### config.mk
export PLATFORM = sky130hd
export DESIGN_NAME = registered_mux_scanner_flat
export DESIGN_NICKNAME = d
export VERILOG_FILES = /design/src/rtl/registered_mux_scanner_if.sv /design/src/rtl/registered_mux_scanner.sv /design/src/flat_wrapper.sv
export SDC_FILE = /design/constraint.sdc
export NUM_CORES = 1
export LEC_CHECK = 0
export BUFFER_PORTS_ARGS = -buffer_cell sky130_fd_sc_hd__buf_2
export CAP_MARGIN = 10
export CORE_AREA = 8 8 45 47
export DETAILED_ROUTE_END_ITERATION = 10
export DIE_AREA = 0 0 53 55
export GPL_TIMING_DRIVEN = 0
export PLACE_DENSITY = 0.62
export SLEW_MARGIN = 15
export SYNTH_ARGS = -nofsm -noshare
export SYNTH_HDL_FRONTEND = slang
export SYNTH_SLANG_ARGS = --single-unit
export TNS_END_PERCENT = 50
### constraint.sdc
create_clock -name clk_i -period 2.1 [get_ports clk_i]
set_input_delay 0 -clock clk_i [delete_from_list [all_inputs] [get_ports clk_i]]
set_output_delay 0 -clock clk_i [all_outputs]
set_load 0.01 [all_outputs]
### src/rtl/registered_mux_scanner_if.sv
// Bus bundle for registered_mux_scanner: channel data, select/scan/capture
// controls in, gated output and scan status out.
interface registered_mux_scanner_if #(
    parameter int WIDTH  = 2,
    parameter int INPUTS = 4
);
    localparam int SEL_W = $clog2(INPUTS);

    logic [INPUTS*WIDTH-1:0] data_i;
    logic [SEL_W-1:0]        sel_i;
    logic                    sel_load_i;
    logic                    scan_en_i;
    logic [SEL_W-1:0]        scan_last_i;
    logic                    capture_i;
    logic [WIDTH-1:0]        enable_n_i;
    logic [WIDTH-1:0]        out_o;
    logic [SEL_W-1:0]        cur_sel_o;
    logic                    wrap_o;
    logic                    out_valid_o;

    modport master (
        output data_i, sel_i, sel_load_i, scan_en_i, scan_last_i, capture_i, enable_n_i,
        input  out_o, cur_sel_o, wrap_o, out_valid_o
    );

    modport slave (
        input  data_i, sel_i, sel_load_i, scan_en_i, scan_last_i, capture_i, enable_n_i,
        output out_o, cur_sel_o, wrap_o, out_valid_o
    );
endinterface

### src/rtl/registered_mux_scanner.sv
// INPUTS-to-1 selector with a registered select, auto-scan over a programmable
// range, a registered capture output and per-bit active-low output gating.
module registered_mux_scanner #(
    parameter int WIDTH  = 2,
    parameter int INPUTS = 4
) (
    input logic                    clk_i,
    input logic                    rst_i,
    registered_mux_scanner_if.slave bus
);
    localparam int SEL_W = $clog2(INPUTS);
    localparam logic [SEL_W-1:0] SEL_MAX = SEL_W'(INPUTS - 1);

    logic [SEL_W-1:0] sel_q, sel_d;
    logic [WIDTH-1:0] data_q, data_d;
    logic             wrap_q, wrap_d;
    logic             valid_q, valid_d;

    logic [WIDTH-1:0] chan [INPUTS];
    logic [WIDTH-1:0] mux_out;

    always_comb begin
        for (int i = 0; i < INPUTS; i++) begin
            chan[i] = bus.data_i[i*WIDTH +: WIDTH];
        end
    end

    assign mux_out = chan[sel_q];

    // A start above scan_last still terminates at the top channel.
    always_comb begin
        sel_d  = sel_q;
        wrap_d = 1'b0;
        if (bus.sel_load_i) begin
            sel_d = bus.sel_i;
        end else if (bus.scan_en_i) begin
            if (sel_q == bus.scan_last_i || sel_q == SEL_MAX) begin
                sel_d  = '0;
                wrap_d = 1'b1;
            end else begin
                sel_d = sel_q + SEL_W'(1);
            end
        end
    end

    always_comb begin
        data_d  = data_q;
        valid_d = valid_q;
        if (bus.capture_i) begin
            data_d  = mux_out;
            valid_d = 1'b1;
        end
    end

    always_ff @(posedge clk_i or posedge rst_i) begin
        if (rst_i) begin
            sel_q   <= '0;
            data_q  <= '0;
            wrap_q  <= 1'b0;
            valid_q <= 1'b0;
        end else begin
            sel_q   <= sel_d;
            data_q  <= data_d;
            wrap_q  <= wrap_d;
            valid_q <= valid_d;
        end
    end

    assign bus.out_o       = data_q & ~bus.enable_n_i;
    assign bus.cur_sel_o   = sel_q;
    assign bus.wrap_o      = wrap_q;
    assign bus.out_valid_o = valid_q;
endmodule

### src/flat_wrapper.sv
// flat-port wrapper written by rule: the top's interface ports become plain ports
module registered_mux_scanner_flat 
#(
    parameter int WIDTH  = 2,
    parameter int INPUTS = 4
)
  (clk_i, rst_i, bus_data_i, bus_sel_i, bus_sel_load_i, bus_scan_en_i, bus_scan_last_i, bus_capture_i, bus_enable_n_i, bus_out_o, bus_cur_sel_o, bus_wrap_o, bus_out_valid_o);
  registered_mux_scanner_if #(.WIDTH(WIDTH), .INPUTS(INPUTS)) bus_i ();
  input logic clk_i;
  input logic rst_i;
  input wire logic [$bits(bus_i.data_i)-1:0] bus_data_i;
  input wire logic [$bits(bus_i.sel_i)-1:0] bus_sel_i;
  input wire logic [$bits(bus_i.sel_load_i)-1:0] bus_sel_load_i;
  input wire logic [$bits(bus_i.scan_en_i)-1:0] bus_scan_en_i;
  input wire logic [$bits(bus_i.scan_last_i)-1:0] bus_scan_last_i;
  input wire logic [$bits(bus_i.capture_i)-1:0] bus_capture_i;
  input wire logic [$bits(bus_i.enable_n_i)-1:0] bus_enable_n_i;
  output wire logic [$bits(bus_i.out_o)-1:0] bus_out_o;
  output wire logic [$bits(bus_i.cur_sel_o)-1:0] bus_cur_sel_o;
  output wire logic [$bits(bus_i.wrap_o)-1:0] bus_wrap_o;
  output wire logic [$bits(bus_i.out_valid_o)-1:0] bus_out_valid_o;
  assign bus_i.data_i = bus_data_i;
  assign bus_i.sel_i = bus_sel_i;
  assign bus_i.sel_load_i = bus_sel_load_i;
  assign bus_i.scan_en_i = bus_scan_en_i;
  assign bus_i.scan_last_i = bus_scan_last_i;
  assign bus_i.capture_i = bus_capture_i;
  assign bus_i.enable_n_i = bus_enable_n_i;
  assign bus_out_o = bus_i.out_o;
  assign bus_cur_sel_o = bus_i.cur_sel_o;
  assign bus_wrap_o = bus_i.wrap_o;
  assign bus_out_valid_o = bus_i.out_valid_o;
  registered_mux_scanner #(.WIDTH(WIDTH), .INPUTS(INPUTS)) u_core (.clk_i(clk_i), .rst_i(rst_i), .bus(bus_i));
endmodule
# Word level (Yosys, flattened, before mapping)

Index checks and enable logic that the tools add are counted.

Word-level logic and storage cells: 22
Input port bits: 19
Bits in registers: 6
Output and inout port bits: 6

$lt $le $gt $ge: 1
$add $sub $neg: 1
Bitwise operators: 3
Equal/unequal tests: 2
Reductions and logical operators: 2
Muxes and demuxes: 9

Operators by type and width:

| operator                                                 | count |
|---|---|
| 2-to-1 mux 2 bit                                         | 5 |
| binary-select mux 2 bit (select 2 bit)                   | 1 |
| greater-or-equal comparator 3 bit, second input constant | 1 |
| 2-to-1 mux 1 bit                                         | 3 |
| inverter 2 -> 3 bit                                      | 1 |
| adder 2 x 1 -> 2 bit, second input constant              | 1 |
| bitwise AND 2 bit                                        | 1 |
| == test 2 bit                                            | 1 |
| == test 2 bit, second input constant                     | 1 |
| inverter 2 bit                                           | 1 |
| nonzero test 2 bit                                       | 1 |
| logical OR 1 bit                                         | 1 |

# Longest topological paths before layout

Depth in word-level cells: 5
Mapped depth: 4
Mapped depth without buffers: 4

# Worst setup path after synthesis

Ideal clock, no wire load.

Kind: reg-to-reg
Start point: register u_core.sel_q[0] (netlist: u_core.bus.cur_sel_o[0])
End point: register u_core.data_q[0]
Library setup time: 0.125 ns
Data arrival time: 1.307 ns
Path buffers: 0
Stages on the path, launching flop included: 3
Slack: 0.668 ns
Path through: dfrtp_1 mux4_1 mux2_2

Cells in the longest elaborated chain, start to end: 4

Ends and longest elaborated chain:

| item                                                | RTL line                     | text |
|---|---|---|
| start: declaration                                  | registered_mux_scanner.sv:14 | `logic [SEL_W-1:0] sel_q, sel_d;` |
| start signal: assignment                            | registered_mux_scanner.sv:62 | `sel_q <= sel_d;` |
| inverter 2 -> 3 bit (implied by the code)           | registered_mux_scanner.sv:28 | `assign mux_out = chan[sel_q];` |
| binary-select mux 2 bit (select 2 bit)              | registered_mux_scanner.sv:28 |  |
| 2-to-1 mux 2 bit (implied by the code) (2 in a row) | registered_mux_scanner.sv:28 |  |
| end signal: assignment                              | registered_mux_scanner.sv:63 | `data_q <= data_d;` |
| end: declaration                                    | registered_mux_scanner.sv:15 | `logic [WIDTH-1:0] data_q, data_d;` |

No other way between the ends. The select of a mux whose other input is x is not followed.
A chain may end at the register's enable or synchronous reset.

# Final worst setup path

Start point: register u_core.sel_q[0] (netlist: u_core.bus.cur_sel_o[0])
End point: register u_core.data_q[1]

The elaborated chain is that of the path after synthesis.

==> qor.txt <==
Clock Latency Late Sink -> 0.24 ns
Vias in the first global route -> 379
Nets -> 83
Syn nets -> 49
GRT Residual Overflow -> 0
First drt pass iteration count -> 1
ANT nets after route -> 0
Total core area -> 1380 µm²
Synth Flop Type -> dfrtp_1
Worst setup EP type -> register
TritonCTS clock tree -> built
Power per Cell Area -> 615 nW/µm²
Final Critical Period -> 1.47 ns
EDFF count, synth -> 0
Post-detailed-route via-to-cell ratio -> 4.53
Post-synth top cells -> dfrtp_1, inv_1
Rows -> 14
Clock sinks -> 6
Asr flop ratio synth -> 1.00
CTS max path bufs -> 2
Die Y -> 55 µm
Leak pwr -> 0.000291 µW
DRT iter0 DRCs -> 0
Met3 WL -> 147 µm
Layout area overhead -> 60.1%
First-pass GRT wire length -> 1550 µm
Critical Path RT -> 2.22 ns
Pin count of the biggest net entering global routing -> 8
Die area -> 2920 µm²
RSZ-0062 raised after global routing -> false
Top Metal Used -> met4
Avg Inst Size Synth -> 12.2 µm²
Sum Neg Setup Slack -> 0 ns
Crit Path Class -> register to register
Area of the multi-input gates -> 189 µm²
Hold crit path type -> primary input to register
VDD IR max -> 0.219 mV
Reg2reg path depth -> 2
Met2 routed WL -> 407 µm
Layout Skew -> 0.00152 ns
Initial Util -> 0.256
Final period util -> 0.701
Worst slew margin -> 0.770
Share of cells above drive strength 1 -> 0.508
Total GRT Usage -> 0.0749
Netlist Area Pre-Place -> 354 µm²
Post-synthesis sequential area ratio -> 0.424
CTS root buffer -> clkbuf_4
Synthesized instance count -> 29
Sequential cell area -> 150 µm²
Hold depth -> 3
FILL cells -> 143
Largest fanout on the critical path -> 7
Max frequency -> 680 MHz
Routed WL per cell -> 12.6 µm
Antenna violations before repair -> 0
Hold Fails Final Rpt -> 0
H-tree levels -> 1
Setup bufs post-CTS -> 0
Max cap viols -> 0
Cell taking the most area after synthesis -> dfrtp_1
Chip width -> 53 µm
Number of distinct library cells after synthesis -> 16
CTS buffer count -> 3
Share of the synthesized area in the top cell type -> 0.424
N_diodes -> 0
Setup Viol. Count Final -> 0
CP startpoint kind -> register
Reg clk slew, reported paths -> 0.04 ns
Status -> finished, final reports clean
Final design utilization -> 0.410
Final instance area -> 567 µm²
Slew @ Worst Pin -> 0.345 ns
YS warnings -> 0
I/O pin cnt -> 25
Most common cell in the netlist -> dfrtp_1
Post_cts resized -> 0
WP data arrival -> 1.59 ns
Yosys reg bits -> 6
WL met1 -> 401 µm
Gpl congestion -> 0.724
Power, Total -> 349 µW
IO Port Bufs -> 24
Post-CTS Hold Fix Bufs -> 5
DP Area -> 494 µm²
Area contributors post-synth -> dfrtp_1, mux4_1, mux2_2, a2bb2oi_1, xnor2_1
# DRC -> 0
Fin. max-slew vios -> 0
Via count -> 349
Final Routed Wirelength -> 970 µm
logic make-up (layout without fill, tap and decap cells):
group           after synthesis  after routing  share of synthesized area
compound gates                7              7                      0.159
simple gates                  5              5                     0.0777
fa+ha+maj                     1              1                     0.0353
buf+inv                       4             36                     0.0424
mux                           4              4                      0.212
flops                         6              6                      0.424
xor+xnor                      2              2                     0.0495
path summary, 6_finish.rpt:
path	to	from	slack, ns
worst max-delay path	u_core.data_q[1]	u_core.bus.cur_sel_o[0]	0.63
worst min-delay path	u_core.bus.wrap_o	bus_scan_en_i	0.07
worst max register to register	u_core.data_q[1]	u_core.bus.cur_sel_o[0]	0.63
worst min register to register	u_core.bus.out_valid_o	u_core.bus.out_valid_o	0.46
max in group asynchronous	u_core.bus.out_valid_o	rst_i	1.71
min in group asynchronous	u_core.bus.cur_sel_o[0]	rst_i	0.21
state kept, by name, summed over array words and instances (netlist names):
name / count
u_core.data_q: 2
u_core.bus.cur_sel_o: 2
u_core.bus.wrap_o: 1
u_core.bus.out_valid_o: 1
cell usage in the layout, fill, tap and decap left out, types with 2 or more instances in the layout:
cell / count
inv_1: 4
nor2b_1: 2
clkbuf_4: 3
mux4_1: 2
buf_2: 24
mux2_2: 2
dlygate4sd3_1: 5
dfrtp_1: 6
a2bb2oi_1: 2
xnor2_1: 2
critical path, cell delays in order, from the launching register on:
cell	delay, ns
dfrtp_1	0.49
mux4_1	0.59
mux2_2	0.28
power breakdown:
part	internal [µW]	switching, µW	leakage [µW]	total (µW)
Clock	64.5	39.6	0.0000138	104
Combinational	61.6	39.1	0.000208	101
Sequential	130	13.8	0.0000688	144
metrics by stage:
step | instances | hold WS (ns) | setup slack, ns
after floorplan | 29 | -0.209 | 0.668
after global placement | 69 | -0.0837 | 0.628
after detailed placement | 69 | -0.0799 | 0.627
after CTS | 77 | 0.0694 | 0.619
after global routing | 77 | 0.0911 | 0.577
final | 77 | 0.0743 | 0.629
layout make-up:
class                   count  share of cell area
repair buffers             29               0.300
clock buffers               3              0.0397
multi-input cells          19               0.333
flip-flops and latches      6               0.265
well taps                  16              0.0353
inverters                   4              0.0265
metal layers:
metal / vias to the layer above / global-route usage
met5: - / 0
met4: 0 / 0.0517
met3: 2 / 0.0428
met2: 20 / 0.123
met1: 155 / 0.0699
li1: 172 / -
Note: power is estimated with default switching activity, not from simulation.
